## config.mk

```make
export PLATFORM = sky130hd
export DESIGN_NAME = uart_rx
export DESIGN_NICKNAME = d
export VERILOG_FILES = /design/src/rtl/uart_pkg.sv /design/src/rtl/uart_sync2.sv /design/src/rtl/uart_rx.sv
export SDC_FILE = /design/constraint.sdc
export NUM_CORES = 1
export LEC_CHECK = 0
export CAP_MARGIN = 20
export CELL_PAD_IN_SITES_DETAIL_PLACEMENT = 1
export CELL_PAD_IN_SITES_GLOBAL_PLACEMENT = 1
export CORE_ASPECT_RATIO = 0.9
export CORE_UTILIZATION = 39
export CTS_BUF_LIST = sky130_fd_sc_hd__clkbuf_2 sky130_fd_sc_hd__clkbuf_4 sky130_fd_sc_hd__clkbuf_8
export DETAILED_ROUTE_END_ITERATION = 8
export GPL_TIMING_DRIVEN = 0
export PLACE_DENSITY = 0.85
export SLEW_MARGIN = 20
export SYNTH_ARGS = -nofsm -noshare
export SYNTH_HDL_FRONTEND = slang
export SYNTH_HIERARCHICAL = 1
export SYNTH_SLANG_ARGS = --single-unit
```

## constraint.sdc

```tcl
create_clock -name clk -period 1.6 [get_ports clk]
set_input_delay 0.16 -clock clk [delete_from_list [all_inputs] [get_ports clk]]
set_output_delay 0.16 -clock clk [all_outputs]
set_load 0.05 [all_outputs]
```

## src/rtl/uart_pkg.sv

```systemverilog
// Shared UART definitions: receiver state encoding, default frame geometry
// and the idle line level.
package uart_pkg;

  localparam int   UART_DW   = 8;
  localparam int   UART_OVS  = 16;
  localparam logic UART_IDLE = 1'b1;

  typedef enum logic [2:0] {
    IDLE  = 3'd0,
    START = 3'd1,
    DATA  = 3'd2,
    STOP  = 3'd3,
    BREAK = 3'd4
  } rx_state_t;

endpackage

```

## src/rtl/uart_sync2.sv

```systemverilog
// Two-flop synchronizer for a single asynchronous bit. The reset value is a
// parameter so the output can start at the line's idle level.
module uart_sync2 #(
  parameter logic RST_VAL = 1'b1
) (
  input  logic clk,
  input  logic rst,
  input  logic i_d,
  output logic o_q
);

  logic r_meta;
  logic r_sync;

  // Capture the async input, then retime once more to settle metastability.
  always_ff @(posedge clk) begin
    if (rst) begin
      r_meta <= RST_VAL;
      r_sync <= RST_VAL;
    end else begin
      r_meta <= i_d;
      r_sync <= r_meta;
    end
  end

  assign o_q = r_sync;

endmodule

```

## src/rtl/uart_rx.sv

```systemverilog
// UART receiver: oversamples the synchronized line, validates the start bit at
// its midpoint, shifts in DW data bits LSB-first at mid-bit, checks the stop
// bit and emits a one-cycle rx_valid or frame_err strobe.
// Handshake: rx_valid is a one-cycle push-only strobe with no back-pressure;
// data_out is valid in the cycle rx_valid is high and holds until the next
// good frame. frame_err is a one-cycle strobe and never coincides with rx_valid.
module uart_rx
  import uart_pkg::*;
#(
  parameter int DW  = UART_DW,
  parameter int OVS = UART_OVS
) (
  input  logic          clk,
  input  logic          rst,
  input  logic          tick_en,
  input  logic          rx_in,
  output logic [DW-1:0] data_out,
  output logic          rx_valid,
  output logic          frame_err,
  output logic          busy,
  output logic [2:0]    dbg_state
);

  localparam int SW = $clog2(OVS);
  localparam int BW = $clog2(DW + 1);

  localparam logic [SW-1:0] SAMP_HALF = SW'(OVS / 2 - 1);
  localparam logic [SW-1:0] SAMP_LAST = SW'(OVS - 1);
  localparam logic [BW-1:0] BIT_LAST  = BW'(DW - 1);

  logic          w_rx_s;
  logic [DW-1:0] w_shift;

  rx_state_t     r_state,     w_state_nxt;
  logic [SW-1:0] r_samp_cnt,  w_samp_nxt;
  logic [BW-1:0] r_bit_cnt,   w_bit_nxt;
  logic [DW-1:0] r_shreg,     w_shreg_nxt;
  logic [DW-1:0] r_data,      w_data_nxt;
  logic          r_rx_valid,  w_valid_nxt;
  logic          r_frame_err, w_ferr_nxt;

  uart_sync2 #(
    .RST_VAL (UART_IDLE)
  ) u_sync (
    .clk (clk),
    .rst (rst),
    .i_d (rx_in),
    .o_q (w_rx_s)
  );

  // New sample enters at the MSB so the first (LSB) bit ends up in bit 0.
  if (DW == 1) begin : g_shift_one
    assign w_shift = w_rx_s;
  end else begin : g_shift_many
    assign w_shift = {w_rx_s, r_shreg[DW-1:1]};
  end

  // Next-state, counter, shift and strobe decode; only tick cycles advance.
  always_comb begin
    w_state_nxt = r_state;
    w_samp_nxt  = r_samp_cnt;
    w_bit_nxt   = r_bit_cnt;
    w_shreg_nxt = r_shreg;
    w_data_nxt  = r_data;
    w_valid_nxt = 1'b0;
    w_ferr_nxt  = 1'b0;
    if (tick_en) begin
      case (r_state)
        IDLE: begin
          if (!w_rx_s) begin
            w_state_nxt = START;
            w_samp_nxt  = '0;
            w_bit_nxt   = '0;
          end
        end
        START: begin
          // Half-bit offset here puts every later sample at mid-bit.
          if (r_samp_cnt == SAMP_HALF) begin
            w_samp_nxt  = '0;
            w_bit_nxt   = '0;
            w_state_nxt = w_rx_s ? IDLE : DATA;
          end else begin
            w_samp_nxt = r_samp_cnt + 1'b1;
          end
        end
        DATA: begin
          if (r_samp_cnt == SAMP_LAST) begin
            w_samp_nxt  = '0;
            w_shreg_nxt = w_shift;
            if (r_bit_cnt == BIT_LAST) begin
              w_bit_nxt   = '0;
              w_state_nxt = STOP;
            end else begin
              w_bit_nxt = r_bit_cnt + 1'b1;
            end
          end else begin
            w_samp_nxt = r_samp_cnt + 1'b1;
          end
        end
        STOP: begin
          if (r_samp_cnt == SAMP_LAST) begin
            w_samp_nxt = '0;
            w_bit_nxt  = '0;
            if (w_rx_s) begin
              w_data_nxt  = r_shreg;
              w_valid_nxt = 1'b1;
              w_state_nxt = IDLE;
            end else begin
              w_ferr_nxt  = 1'b1;
              w_state_nxt = BREAK;
            end
          end else begin
            w_samp_nxt = r_samp_cnt + 1'b1;
          end
        end
        BREAK: begin
          // Wait out a held-low line so it cannot retrigger a start.
          if (w_rx_s) begin
            w_state_nxt = IDLE;
            w_samp_nxt  = '0;
            w_bit_nxt   = '0;
          end
        end
        default: begin
          w_state_nxt = IDLE;
          w_samp_nxt  = '0;
          w_bit_nxt   = '0;
        end
      endcase
    end
  end

  // State, counters, shift register and registered outputs.
  always_ff @(posedge clk) begin
    if (rst) begin
      r_state     <= IDLE;
      r_samp_cnt  <= '0;
      r_bit_cnt   <= '0;
      r_shreg     <= '0;
      r_data      <= '0;
      r_rx_valid  <= 1'b0;
      r_frame_err <= 1'b0;
    end else begin
      r_state     <= w_state_nxt;
      r_samp_cnt  <= w_samp_nxt;
      r_bit_cnt   <= w_bit_nxt;
      r_shreg     <= w_shreg_nxt;
      r_data      <= w_data_nxt;
      r_rx_valid  <= w_valid_nxt;
      r_frame_err <= w_ferr_nxt;
    end
  end

  assign data_out  = r_data;
  assign rx_valid  = r_rx_valid;
  assign frame_err = r_frame_err;
  assign busy      = (r_state != IDLE);
  assign dbg_state = r_state;

endmodule

```

# == After elaboration in Yosys (flattened, before gate mapping) ==
# Cells that the tools add are included.
# classes
add_sub_neg,2
eq_ne,13
muxes,21
n_bitwise,3
reduce_logical,9
# op_table
operator,n
4-bit 2-to-1 mux,8
3-bit 2-to-1 mux,7
4-bit case mux with 5 select lines,1
4-bit case mux with 4 select lines,1
3-bit case mux with 5 select lines,1
"2-bit inequality test, second input constant",5
"4-bit by 1-bit adder with 4-bit output, second input constant",2
"4-bit by 3-bit equality test with 1-bit output, second input constant",2
7-bit AND reduction,1
"3-bit by 2-bit equality test with 1-bit output, second input constant",2
3-bit AND reduction,2
6-bit AND reduction,1
"4-bit equality test, second input constant",1
4-bit AND reduction,1
4-bit OR reduction,1
"3-bit by 1-bit equality test with 1-bit output, second input constant",1
"3-bit equality test, second input constant",1
3-bit logical NOT,1
1-bit inverter,3
3-bit nonzero test,1
1-bit 2-to-1 mux,2
2-bit 2-to-1 mux,1
"2-bit by 1-bit inequality test with 1-bit output, second input constant",1
2-bit OR reduction,1
# totals
register_bits,31
in_bits,4
output_inout_bits,14
word_cells,57

# == Longest topological paths before layout ==
# depth
depth_word,4
mapped_depth,6
ltp_nobuf,5

# == Hierarchy ==
# The synthesis kept the hierarchy.
# by_module_without_submodules
module,instances,cells_each,area_each_um2,seq_area_each_um2
uart_rx,1,137,1286.2,580.6
uart_sync2,1,4,52.6,40.0

# == Worst setup path before layout ==
# OpenSTA, ideal clock, no wires.
# synth_path
path_type,reg2reg
start,"register r_state[1], in the netlist dbg_state[1]"
end,register r_shreg[7]
setup_time_ps,128
arrival_ps,1799
required_ps,1472
slack_ps,-327
path_stages_with_launch,7
n_path_buf,2
synth_period_minus_slack_ps,1927
cell_sequence,dfxtp_1 buf_6 or3b_1 buf_2 nor2_4 mux2i_1 nor2_1
# synth_via
elab_chain_cells,2
# synth_rtl
element,line_no,text
start: declaration,uart_rx.sv:34,"rx_state_t r_state, w_state_nxt;"
start signal: assignment,uart_rx.sv:144,r_state <= w_state_nxt;
3-bit by 2-bit equality test with 1-bit output,uart_rx.sv:68,case (r_state)
3-bit AND reduction (no source line),-,
end signal: assignment,uart_rx.sv:147,r_shreg <= w_shreg_nxt;
end: declaration,uart_rx.sv:37,"logic [DW-1:0] r_shreg, w_shreg_nxt;"
# No other way between the ends.
# A chain may end at the register's enable or synchronous reset.

# == Worst setup path in the final report ==
# layout_path
start,register r_samp_cnt[0]
end,"register r_data[7], in the netlist data_out[7]"
# layout_via
elab_chain_cells,2
# layout_rtl
element,line_no,text
start: declaration,uart_rx.sv:35,"logic [SW-1:0] r_samp_cnt, w_samp_nxt;"
start signal: assignment,uart_rx.sv:145,r_samp_cnt <= w_samp_nxt;
4-bit equality test,uart_rx.sv:101,if (r_samp_cnt == SAMP_LAST) begin
4-bit AND reduction (no source line),-,
end signal: assignment,uart_rx.sv:148,r_data <= w_data_nxt;
end: declaration,uart_rx.sv:38,"logic [DW-1:0] r_data, w_data_nxt;"
# No other way between the ends.

==> flow_metrics.tcl <==
set metrics [dict create \
    outcome "complete, but fails checks" \
    failed_checks "setup timing" \
    firstDrtPassIters 4 \
    pin_count 18 \
    clock_skew_ns 0.005120 \
    final_cell_area_um2 1839 \
    synth_seq_area_share_pct 46.36 \
    setup_viol 15 \
    drive_gt1_share_pct 23.12 \
    min_path_type "primary input to flip-flop" \
    dieArea_um2 3672 \
    cts_made_buffers 5 \
    reg2reg_slack_ns -0.1 \
    clock.fmax_mhz 589.5 \
    synth_edf_count 0 \
    power_w 0.001657 \
    clk_pin_slew_ns 0.06 \
    wl_per_cell_um 16.85 \
    vias_per_cell 5.484 \
    cts_buffer_depth 2 \
    die_x_um 63.76 \
    synth_area_per_cell_um2 9.495 \
    synthesis.instances 141 \
    yosys_warnings 6 \
    crit_arrival_ns 1.83 \
    portBuffers 17 \
    crit_start "r_samp_cnt[0]" \
    startpoint_type "flip-flop" \
    synth_nets 147 \
    cts.htree.levels 2 \
    setup_tns_ns -0.4828 \
    synth-main-ff-cell "dfxtp_1" \
    synth_top_area_share_pct 46.36 \
    critPathKind "flip-flop to flip-flop" \
    slew-limit-headroom_pct 62.28 \
    cts_root_buffer "clkbuf_8" \
    timing.final.crit_share_pct 106.0 \
    ir_drop_mv 0.6664 \
    reg2reg_from "r_samp_cnt[0]" \
    place_area_um2 1589 \
    core_area_um2 3162 \
    tightest_slew_ns 0.5658 \
    n_fill_cell 348 \
    gr-total-overflow 0 \
    row_count 19 \
    p_leak_nw 0.8476 \
    seqCellArea_um2 639.4 \
    antenna_cells 0 \
    drv_slew 0 \
    synth.distinct_cells 38 \
    drtIter0Drc 51 \
    grt_max_degree 11 \
    dp_cells 200 \
    finalNetCount 178 \
    drc 0 \
    netlist_top_cells_area "dfxtp_1, mux2i_1, nor2_1" \
    synth_commonest_cells "dfxtp_1, nor2_1, mux2i_1" \
    drt-total-wl_um 3623 \
    synth_most_common_cell "dfxtp_1" \
    cts_hold_buffers 0 \
    antenna_found_initial 0 \
    reg2reg_to "data_out[7]" \
    syn_area_um2 1339 \
    cts_tree "done" \
    maxCapViolations 0 \
    ys_seq_elements 31 \
    area_growth_pct 37.38 \
    rsz0062_at_grt "true" \
    finalWorstSetupSlack_ns -0.09633 \
    ant_nets 0 \
    cp-end-kind "flip-flop" \
    cp.required_ns 1.74 \
    grt_pass1_wl_um 5823 \
    reg2regPathDepth 6 \
    insertion_delay_ns 0.28 \
    start_util_pct 42.34 \
    clock_sinks 31 \
    grt_pass1_vias 1178 \
    die_h_um 57.59 \
    vias 1179 \
    cp-endpoint "data_out[7]" \
    p_per_area_nw_per_um2 900.9 \
    synthArstFlopShare_pct 0 \
    hpwlAfterDp_um 2359 \
    yosysTopAreaCell "dfxtp_1" \
    worst-path-max-fanout 5 \
    track_usage_pct 21.62 \
    multiInputGateArea_um2 723.2 \
    worstHoldPathCells 3 \
    period_minus_slack_ns 1.696 \
    gp_congestion 0.8126 \
    final_cells 215 \
    final-hold-violation-count 0 \
]
power by group:
group	internal (W)	switching, W
registers	0.000772	0.00000707
logic	0.0000271	0.0000621
clock network	0.000503	0.000286
layer usage:
layer,wire length [um],up-vias,track usage (%),share of wire (%)
met4,34,0,9.740,0.94
met2,1907,26,36.93,53
met5,0,-,0,0
met1,1540,582,24.91,43
met3,141,4,6.600,3.9
li1,-,567,-,-
stage by stage:
| step | hold WS [ns] | util [%] | setup WS, ns |
|---|---|---|---|
| 6_report | 0.4084 | 58.17 | -0.09633 |
| 5_1_grt | 0.3952 | 58.17 | -0.1638 |
| 4_1_cts | 0.3904 | 56.35 | -0.06667 |
| 3_5_place_dp | 0.4062 | 50.26 | -0.5052 |
| 3_3_place_gp | 0.4035 | 50.26 | -0.4466 |
| 2_1_floorplan | 0.2571 | - | -0.07835 |
cell usage in the layout, fill, tap and decap left out, types with 2 or more instances in the layout:
| master | count |
|---|---|
| nor2_1 | 25 |
| dfxtp_1 | 24 |
| mux2i_1 | 14 |
| a21oi_1 | 8 |
| dlygate4sd2_1 | 7 |
| clkbuf_8 | 6 |
| buf_4 | 6 |
| dlymetal6s2s_1 | 6 |
| o31ai_1 | 5 |
| nand3_1 | 5 |
| nand2_1 | 4 |
| dfxtp_4 | 4 |
| clkdlybuf4s50_1 | 4 |
| clkbuf_1 | 3 |
| nand4_1 | 3 |
| inv_1 | 3 |
| buf_6 | 3 |
| dfxtp_2 | 3 |
| nand4b_1 | 2 |
| mux2i_2 | 2 |
| nor2b_1 | 2 |
| a31o_2 | 2 |
| o21ai_0 | 2 |
| or2_1 | 2 |
cell type report:
type / count / area share, %
Clock inverter: 2 / 1.905
Timing Repair Buffer: 26 / 14.35
Tap cell: 42 / 2.857
Multi-Input combinational cell: 99 / 39.32
Inverter: 4 / 0.8163
Buffer: 5 / 1.497
Clock buffer: 6 / 4.490
Sequential cell: 31 / 34.76
how the worst min path moves through the flow:
| stage | start | endpoint | slack, ns |
|---|---|---|---|
| global placement | u_sync/r_meta | u_sync/o_q | 0.40 |
| CTS | tick_en | r_samp_cnt[0] | 0.39 |
| global route | tick_en | r_samp_cnt[0] | 0.40 |
| floorplan | rst | u_sync/r_meta | 0.26 |
| detailed placement | u_sync/r_meta | u_sync/o_q | 0.41 |
| finish | tick_en | r_samp_cnt[0] | 0.41 |
worst max-delay path, stage by stage (launching register included):
cell     delay (ns)
dfxtp_4        0.36
ha_4           0.14
nand4_1        0.13
or4b_4         0.52
buf_6          0.16
mux2i_2        0.17
nor2_1         0.07
logic make-up after synthesis:
group,count (synthesis),share of synthesized area (%)
compound gates,27,14.39
xor+xnor,2,1.309
buf+inv,11,4.392
mux,16,11.96
flops,31,46.36
fa+ha+maj,2,1.869
simple gates,52,19.72
state kept, by name, summed over array words and instances, names as in the netlist:
signal         count
u_sync/r_meta      1
dbg_state          3
rx_valid           1
r_shreg            8
r_samp_cnt         4
data_out           8
r_bit_cnt          4
u_sync/o_q         1
frame_err          1
what timing repair did:
| item | 4_1_cts | 5_1_grt |
|---|---|---|
| gates cloned | 1 | 0 |
| pin swaps | 3 | 1 |
| gates resized for setup | 16 | 15 |
| buffers inserted | 7 | 1 |
| endpoints found under the setup margin | 25 | 30 |
(Power assumes the default switching activity.)
